$ cat config.mk
export PLATFORM = sky130hd
export DESIGN_NAME = fir_decimator
export DESIGN_NICKNAME = d
export VERILOG_FILES = /design/src/rtl/fir_decimator.sv
export SDC_FILE = /design/constraint.sdc
export NUM_CORES = 1
export LEC_CHECK = 0
export ABC_AREA = 1
export CAP_MARGIN = 20
export CORE_MARGIN = 3
export CORE_UTILIZATION = 57
export DETAILED_ROUTE_END_ITERATION = 7
export GPL_ROUTABILITY_DRIVEN = 1
export GPL_TIMING_DRIVEN = 1
export PLACE_DENSITY = 0.79
export SLEW_MARGIN = 20
export SYNTH_ARGS = -nofsm -noshare
export SYNTH_HDL_FRONTEND = slang
export SYNTH_SLANG_ARGS = --single-unit
$ cat constraint.sdc
create_clock -name clk -period 4.6 [get_ports clk]
set_input_delay 0.69 -clock clk [delete_from_list [all_inputs] [get_ports clk]]
set_output_delay 0.69 -clock clk [all_outputs]
set_load 0.005 [all_outputs]
$ cat src/rtl/fir_decimator.sv
// Accumulate-and-dump decimator behind the 16-tap FIR stage.
// The frame FSM sums R accepted samples and dumps the sum into a
// registered pipeline. The pipeline applies a rounding right-shift,
// saturates to OUT_WIDTH and places the result in a one-deep
// valid/ready output register. The sticky flag sat records clipped
// results, and the sticky flag overrun records results that were lost.
//
// Frame FSM states
//   state    | meaning
//   ST_IDLE  | no frame open; the next accepted sample starts a frame
//   ST_ACC   | frame open; acc holds the partial sum of cnt samples
//
// Pipeline: the dump edge writes the sum into sum_*. The next edge writes
// the rounded/saturated value into res_*. The edge after that loads dout.
// The last sample of a frame is accepted at edge t, and dout_valid
// therefore rises after edge t+2.
module fir_decimator #(
    parameter int IN_WIDTH  = 30,
    parameter int OUT_WIDTH = 16,
    parameter int DEC_LOG2  = 10,
    parameter int ACC_WIDTH = IN_WIDTH + DEC_LOG2
) (
    input  logic                        clk,
    input  logic                        rst,
    input  logic                        en,
    input  logic                        clear,
    input  logic signed [IN_WIDTH-1:0]  din,
    input  logic                        din_valid,
    input  logic [DEC_LOG2:0]           dec_ratio,
    input  logic [5:0]                  shift,
    output logic signed [OUT_WIDTH-1:0] dout,
    output logic                        dout_valid,
    input  logic                        dout_ready,
    output logic                        sat,
    output logic                        overrun
);

    localparam logic [0:0] ST_IDLE = 1'b0;
    localparam logic [0:0] ST_ACC  = 1'b1;

    // The extra bit absorbs the rounding carry.
    localparam int EW = ACC_WIDTH + 1;

    localparam logic [DEC_LOG2:0]    CNT_ONE = {{DEC_LOG2{1'b0}}, 1'b1};
    localparam logic [DEC_LOG2:0]    R_MAX   = {1'b1, {DEC_LOG2{1'b0}}};
    localparam logic [5:0]           SH_MAX  = 6'(ACC_WIDTH - 1);
    localparam logic signed [EW-1:0] EXT_ONE = {{(EW-1){1'b0}}, 1'b1};

    localparam logic signed [OUT_WIDTH-1:0] OUT_MAX = {1'b0, {(OUT_WIDTH-1){1'b1}}};
    localparam logic signed [OUT_WIDTH-1:0] OUT_MIN = {1'b1, {(OUT_WIDTH-1){1'b0}}};

    logic                        flush;
    logic                        accept;
    logic [0:0]                  state;
    logic signed [ACC_WIDTH-1:0] acc;
    logic [DEC_LOG2:0]           cnt;
    logic [DEC_LOG2:0]           r_lat;
    logic [5:0]                  sh_lat;

    logic [DEC_LOG2:0]           ratio_clamped;
    logic [5:0]                  shift_clamped;
    logic signed [ACC_WIDTH-1:0] din_ext;
    logic signed [ACC_WIDTH-1:0] frame_sum;
    logic [DEC_LOG2:0]           cnt_next;
    logic [DEC_LOG2:0]           ratio_eff;
    logic [5:0]                  shift_eff;
    logic                        dump;

    logic                        sum_valid;
    logic signed [ACC_WIDTH-1:0] sum_q;
    logic [5:0]                  sum_sh;

    logic signed [EW-1:0]        sum_ext;
    logic signed [EW-1:0]        round_bias;
    logic signed [EW-1:0]        rounded;
    logic signed [EW-1:0]        shifted;
    logic [EW-OUT_WIDTH:0]       shifted_hi;
    logic                        clip_hi;
    logic                        clip_lo;
    logic signed [OUT_WIDTH-1:0] sat_val;

    logic                        res_valid;
    logic                        res_clip;
    logic signed [OUT_WIDTH-1:0] res_val;

    // rst and clear act identically. rst wins only in the sense that either flushes.
    assign flush  = rst | clear;
    assign accept = en & din_valid;

    // A ratio of 0 means 1. Ratios above 2^DEC_LOG2 clamp. Shifts stay below ACC_WIDTH.
    always_comb begin
        ratio_clamped = dec_ratio;
        if (dec_ratio == '0) begin
            ratio_clamped = CNT_ONE;
        end else if (dec_ratio > R_MAX) begin
            ratio_clamped = R_MAX;
        end
        shift_clamped = (shift > SH_MAX) ? SH_MAX : shift;
    end

    assign din_ext = {{DEC_LOG2{din[IN_WIDTH-1]}}, din};

    // Candidate next frame state. A sample arriving in IDLE opens a frame with the live controls.
    always_comb begin
        if (state == ST_IDLE) begin
            frame_sum = din_ext;
            cnt_next  = CNT_ONE;
            ratio_eff = ratio_clamped;
            shift_eff = shift_clamped;
        end else begin
            frame_sum = acc + din_ext;
            cnt_next  = cnt + CNT_ONE;
            ratio_eff = r_lat;
            shift_eff = sh_lat;
        end
    end

    assign dump = accept && (cnt_next == ratio_eff);

    // Frame FSM. The FSM holds when no sample is accepted, and it returns to IDLE on every dump, so frames are gapless.
    always_ff @(posedge clk) begin
        if (flush) begin
            state  <= ST_IDLE;
            acc    <= '0;
            cnt    <= '0;
            r_lat  <= '0;
            sh_lat <= '0;
        end else if (accept) begin
            if (state == ST_IDLE) begin
                r_lat  <= ratio_clamped;
                sh_lat <= shift_clamped;
            end
            if (dump) begin
                state <= ST_IDLE;
                acc   <= '0;
                cnt   <= '0;
            end else begin
                state <= ST_ACC;
                acc   <= frame_sum;
                cnt   <= cnt_next;
            end
        end
    end

    // Stage 1: capture the completed frame sum together with its shift.
    always_ff @(posedge clk) begin
        if (flush) begin
            sum_valid <= 1'b0;
            sum_q     <= '0;
            sum_sh    <= '0;
        end else begin
            sum_valid <= dump;
            if (dump) begin
                sum_q  <= frame_sum;
                sum_sh <= shift_eff;
            end
        end
    end

    // Round half up (toward +inf on ties), shift arithmetically, then saturate.
    always_comb begin
        sum_ext    = {sum_q[ACC_WIDTH-1], sum_q};
        round_bias = (sum_sh == 6'd0) ? '0 : (EXT_ONE <<< (sum_sh - 6'd1));
        rounded    = sum_ext + round_bias;
        shifted    = rounded >>> sum_sh;
        shifted_hi = shifted[EW-1:OUT_WIDTH-1];
        clip_hi    = !shifted[EW-1] && (|shifted_hi);
        clip_lo    = shifted[EW-1] && !(&shifted_hi);
        if (clip_hi) begin
            sat_val = OUT_MAX;
        end else if (clip_lo) begin
            sat_val = OUT_MIN;
        end else begin
            sat_val = shifted[OUT_WIDTH-1:0];
        end
    end

    // Rescaled result register. It advances regardless of en so that in-flight results complete.
    always_ff @(posedge clk) begin
        if (flush) begin
            res_valid <= 1'b0;
            res_clip  <= 1'b0;
            res_val   <= '0;
        end else begin
            res_valid <= sum_valid;
            res_clip  <= sum_valid & (clip_hi | clip_lo);
            if (sum_valid) begin
                res_val <= sat_val;
            end
        end
    end

    // Output register with handshake. A consume and a load in the same cycle lose nothing. A result that arrives while the register is full is dropped.
    always_ff @(posedge clk) begin
        if (flush) begin
            dout       <= '0;
            dout_valid <= 1'b0;
            sat        <= 1'b0;
            overrun    <= 1'b0;
        end else begin
            if (res_valid) begin
                if (res_clip) begin
                    sat <= 1'b1;
                end
                if (!dout_valid || dout_ready) begin
                    dout       <= res_val;
                    dout_valid <= 1'b1;
                end else begin
                    overrun <= 1'b1;
                end
            end else if (dout_valid && dout_ready) begin
                dout_valid <= 1'b0;
            end
        end
    end

endmodule

======== After elaboration in Yosys (flattened, before gate mapping) ========
Cells that the tools add are included.
operators by class
  $add $sub $neg .......................... 4
  order comparisons ....................... 2
  equal/unequal tests ..................... 2
  shift operators ......................... 2
  mux-type cells .......................... 16
  bitwise logic cells ..................... 5
  reductions and logical operators ........ 17
operators by type and width
  kind                                                                     number
  40-bit 2-to-1 mux                                                        2
  11-bit 2-to-1 mux                                                        5
  40-bit by 41-bit adder with 41-bit output                                1
  41-bit 2-to-1 mux                                                        1
  1-bit by 6-bit <<< shifter with 41-bit output, first input constant      1
  41-bit by 6-bit >>> shifter with 41-bit output                           1
  40-bit by 30-bit adder with 40-bit output                                1
  16-bit 2-to-1 mux                                                        2
  26-bit AND reduction                                                     1
  26-bit OR reduction                                                      1
  6-bit 2-to-1 mux                                                         2
  11-bit by 1-bit adder with 11-bit output, second input constant          1
  11-bit == test                                                           1
  11-bit > comparator, second input constant                               1
  11-bit logical NOT                                                       1
  2-bit AND reduction                                                      4
  6-bit > comparator, second input constant                                1
  6-bit logical NOT                                                        1
  6-bit by 1-bit subtractor with 6-bit output, second input constant       1
  1-bit logical AND                                                        4
  1-bit 2-to-1 mux                                                         4
  1-bit logical NOT                                                        3
  1-bit AND                                                                2
  2-bit by 1-bit inequality test with 1-bit output, second input constant  1
  4 further kinds                                                          5
word-level totals
  flip-flop bits (word level) ............. 153
  input port bits ......................... 53

======== Depth between registers and ports, before layout ========
  word-level depth ........................ 10
  depth in mapped cells ................... 40
  mapped depth without buffers ............ 38

======== Least setup slack after synthesis ========
No wires, ideal clock.
  kind .................................... register -> register
  from .................................... register sum_sh[5]
  to ...................................... register res_val[10]
  setup time .............................. 0.122 ns
  arrival time ............................ 4.156 ns
  slack ................................... 0.323 ns
  cell stages (with the launch flop) ...... 33
  buffers on the path ..................... 3
  cells stage by stage .................... dfxtp_1 > clkbuf_1 > nor2_1 > inv_1 > o21ai_0 > inv_1 > nand2_1 > clkbuf_1 > nor2_1 > ha_1 > a21oi_1 > o21ai_0 > nand2_1 > nand2_1 > a21oi_1 > nand3_2 > nand2_4 > inv_4 > nor2_4 > inv_2 > nand2_2 > nand2_1 > nand2_1 > nand2_1 > nand3_1 > nand2_1 > nor2_1 > nand2_1 > nor2_2 > nand2_2 > a21oi_4 > buf_6 > a21oi_2
between the ends
  word-level cells in the longest chain between the ends .. 10
RTL lines
  what                                                RTL line  source
  start, declared                                     71        logic [5:0] sum_sh;
  start signal, assigned                              155       sum_sh <= shift_eff;
  6-bit by 1-bit subtractor with 6-bit output         163       round_bias = (sum_sh == 6'd0) ? '0 : (EXT_ONE <<< (sum_sh - 6'd1));
  1-bit by 6-bit <<< shifter with 41-bit output       163
  41-bit 2-to-1 mux                                   163
  40-bit by 41-bit adder with 41-bit output           164       rounded = sum_ext + round_bias;
  41-bit by 6-bit >>> shifter with 41-bit output (*)  165       shifted = rounded >>> sum_sh;
  26-bit AND reduction                                168       clip_lo = shifted[EW-1] && !(&shifted_hi);
  1-bit logical NOT                                   168
  1-bit logical AND                                   168
  16-bit 2-to-1 mux                                   171       end else if (clip_lo) begin
  16-bit 2-to-1 mux (*)                               169       if (clip_hi) begin
  end signal, assigned                                188       res_val <= sat_val;
  end, declared                                       84        logic signed [OUT_WIDTH-1:0] res_val;
Mark *: on every way between the ends. The rest lies on a longest branch, timed or not.
A chain may end at the register's enable or synchronous reset.

======== Worst setup path in the final report ========
  from .................................... register sum_sh[0]
  to ...................................... register res_val[8]
Same word-level chain as after synthesis.

==> results.toml <==
[sta]
finalSetupViolCount = 0
whs_ns = 0.451
finalCritPeriodShare = 0.979
relSlewSlack = 0.393
rsz0062_at_grt = "yes"
skew_ns = 0.0144
worst_slew_pin_slew_ns = 0.909
fin_crit_ns = 4.50
slew_viol_final = 0
hold_viol_final = 0
maxClockFrequency_mhz = 222
final.setup.tns_ns = 0

[placed_design]
gp_congestion = 1.06
dp.cells = 2957
io_buffers = 71
dp_hpwl_um = 39600

[cts]
cts_hold_buf = 0
clockBufferDepth = 2
htree_levels = 4
root_buffer = "clkbuf_16"
clock_latency_ns = 0.43
cts_buffers = 17
cts_sinks = 153
clkTransAtPathRegs_ns = 0.07
cts_tree = "yes"

[route]
drt_iter0_drc = 1941
via_per_inst = 5.92
routedWlPerCell_um = 17.5
dr.pass1.iters = 6
vias = 17802
postRouteAntennaNets = 0
wirelength_um = 52500
drc = 0

[finish]
diodes = 0
layout.cells.non_filler = 3006
syn_to_final_growth_pct = 24.3
final_nets = 2798
layout-drive-gt1-share = 0.194
fillers = 2245

[global_route]
grt_pass1_vias = 16172
antenna_found_initial = 0
grt_util_all_layers = 0.357
grt_remaining_overflow = 0
grt_max_degree = 92
grt_first_pass_wirelength_um = 82400

[synth]
yosys-top-cells-area = "dfxtp_1 21%, nand2_1 19%, nand3_1 10%"
syn_area_um2 = 14800
yosys_warnings = 0
yosys.area.top_type = "dfxtp_1"
synthesis.instances = 2581
netlist.area_leader.share = 0.208
ys_types = 54
synth_nets = 2716
synth_seq_cells = 153
ys_seq_area_frac = 0.208
syn_area_per_cell_um2 = 5.72

[floorplan]
rows = 58
die_h_um = 167
num_io_pins = 72
design.die.area_um2 = 27900
die_w_um = 167
core_area_um2 = 25300
start_util = 0.583

[power]
power.density_nw_per_um2 = 168
vdd_ir_drop_max_mv = 0.231
leakagePower_nw = 8.36

[outcome]
status = "finished clean"

[hold_path]
hp-class = "flop to flop"

[critical_path]
cp-start-kind = "flop"
critPathMaxFanout = 7
cpMostUsedCell = "nand2_2"
worstPathArrival_ns = 4.82
critical_path.max_stage_delay_ns = 0.34
reg2reg_slack_ns = 0.1
endpoint_kind = "flop"
crit_slowest_cell = "dfxtp_2"
cp.required_ns = 4.92
worstSetupPathType = "flop to flop"

[job]
maxCapViolations = 0
[worst max-delay path, delay by kind of cell, from the launching register on]
family	cells	cell delay, ns
AND/OR/NAND/NOR	27	2.65
buffers and inverters	5	0.61
AO/OA/AOI/OAI	4	0.52
flip-flops	1	0.34
adder cells (fa/ha/maj)	1	0.25
[timing repair]
item	CTS	global route
setup endpoints to repair	15	16
cloned	0	3
hold endpoints to repair	0	0
pin swaps	0	82
resized for setup	15	366
buffers inserted	0	14
[area by class of cell]
| type | instances | area (um2) | share of cell area |
|---|---|---|---|
| sequential | 153 | 3070 | 0.167 |
| clock inverter | 14 | 131 | 0.00716 |
| inverter | 276 | 1040 | 0.0569 |
| multi-input combinational | 2050 | 11800 | 0.642 |
| tap | 330 | 413 | 0.0225 |
| timing repair buffer | 165 | 1480 | 0.0809 |
| clock buffer | 18 | 429 | 0.0234 |
[worst paths after layout]
check / cells after the start / start / end
setup reg to reg: 37 / sum_sh[0] / res_val[8]
hold reg to reg: 2 / overrun / overrun
setup / recovery: 37 / sum_sh[0] / res_val[8]
hold / removal: 2 / overrun / overrun
[routing by layer]
| metal | vias up | track usage | part of all wire |
|---|---|---|---|
| li1 | 8648 | - | - |
| met1 | 8163 | 0.483 | 0.42 |
| met2 | 834 | 0.575 | 0.45 |
| met3 | 157 | 0.0560 | 0.084 |
| met4 | 0 | 0.132 | 0.045 |
| met5 | - | 0 | 0 |
[cell families after synthesis]
kind of cell,synth area share
flip-flops,0.208
adder cells (fa/ha/maj),0.0705
multiplexers,0.00339
buffers and inverters,0.0999
XOR/XNOR,0.0255
AND/OR/NAND/NOR,0.406
AO/OA/AOI/OAI,0.188
[cells in the final DEF, fill, tap and decap left out, types with 8 or more instances in the layout]
| cell type | n |
|---|---|
| nand3_2 | 93 |
| nand2_2 | 107 |
| nor3_1 | 14 |
| inv_2 | 15 |
| o21a_1 | 8 |
| a21oi_4 | 11 |
| ha_1 | 65 |
| buf_4 | 88 |
| nand2_4 | 16 |
| nand2_1 | 620 |
| nand3_1 | 197 |
| xor2_1 | 27 |
| nor2_1 | 236 |
| nand4_1 | 12 |
| a21oi_2 | 22 |
| nand3_4 | 17 |
| o211ai_1 | 10 |
| ha_4 | 12 |
| o21bai_1 | 9 |
| nor2_2 | 35 |
| inv_1 | 257 |
| a21oi_1 | 188 |
| or2_2 | 23 |
| xnor2_1 | 14 |
| dfxtp_1 | 150 |
| a31oi_1 | 25 |
| o21ai_1 | 8 |
| o21ai_0 | 198 |
| nor2_4 | 20 |
| clkdlybuf4s50_1 | 71 |
| clkbuf_16 | 19 |
[flip-flops by register name, indices dropped and copies added (netlist names), 6 cells and up]
name     flops
acc         40
r_lat       11
sum_sh       6
sum_q       40
sh_lat       6
res_val     16
cnt         11
dout        16
[synth_stat cells (all sizes together)]
cell type and number:
a211o 1, a211oi 6, a21boi 1, a21o 3, a21oi 221, a221oi 2
a22oi 2, a31o 1, a31oi 25, and2 1, and3 2, buf 32
clkbuf 71, clkinv 2, dfxtp 153, fa 2, ha 80, inv 274
mux2i 5, nand2 742, nand2b 1, nand3 307, nand3b 5, nand4 12
nor2 291, nor3 22, nor4 6, o2111ai 1, o211a 4, o211ai 10
o21a 8, o21ai 207, o21bai 9, o221ai 3, o22ai 1, o311ai 1
or2 23, or3b 1, xnor2 15, xor2 28
[per-stage QoR]
step | instance area (um2) | power, mW | util | setup slack, ns
floorplan | 14800 | 1.62 | - | 0.323
global placement | 16100 | 1.73 | 0.635 | -0.0764
detailed placement | 16100 | 1.74 | 0.635 | -0.157
CTS | 16700 | 3.08 | 0.659 | 0.00515
global route | 18300 | 3.19 | 0.724 | -0.124
finish | 18300 | 3.08 | 0.724 | 0.0961
[power breakdown]
| part | total, mW | switching [mW] | internal (mW) | leakage [nW] |
|---|---|---|---|---|
| registers | 1.35 | 0.00826 | 1.34 | 1.24 |
| logic | 0.376 | 0.232 | 0.143 | 6.85 |
| clock network | 1.35 | 0.641 | 0.714 | 0.270 |
| total | 3.08 | 0.881 | 2.20 | 8.36 |
(Power assumes the default switching activity.)
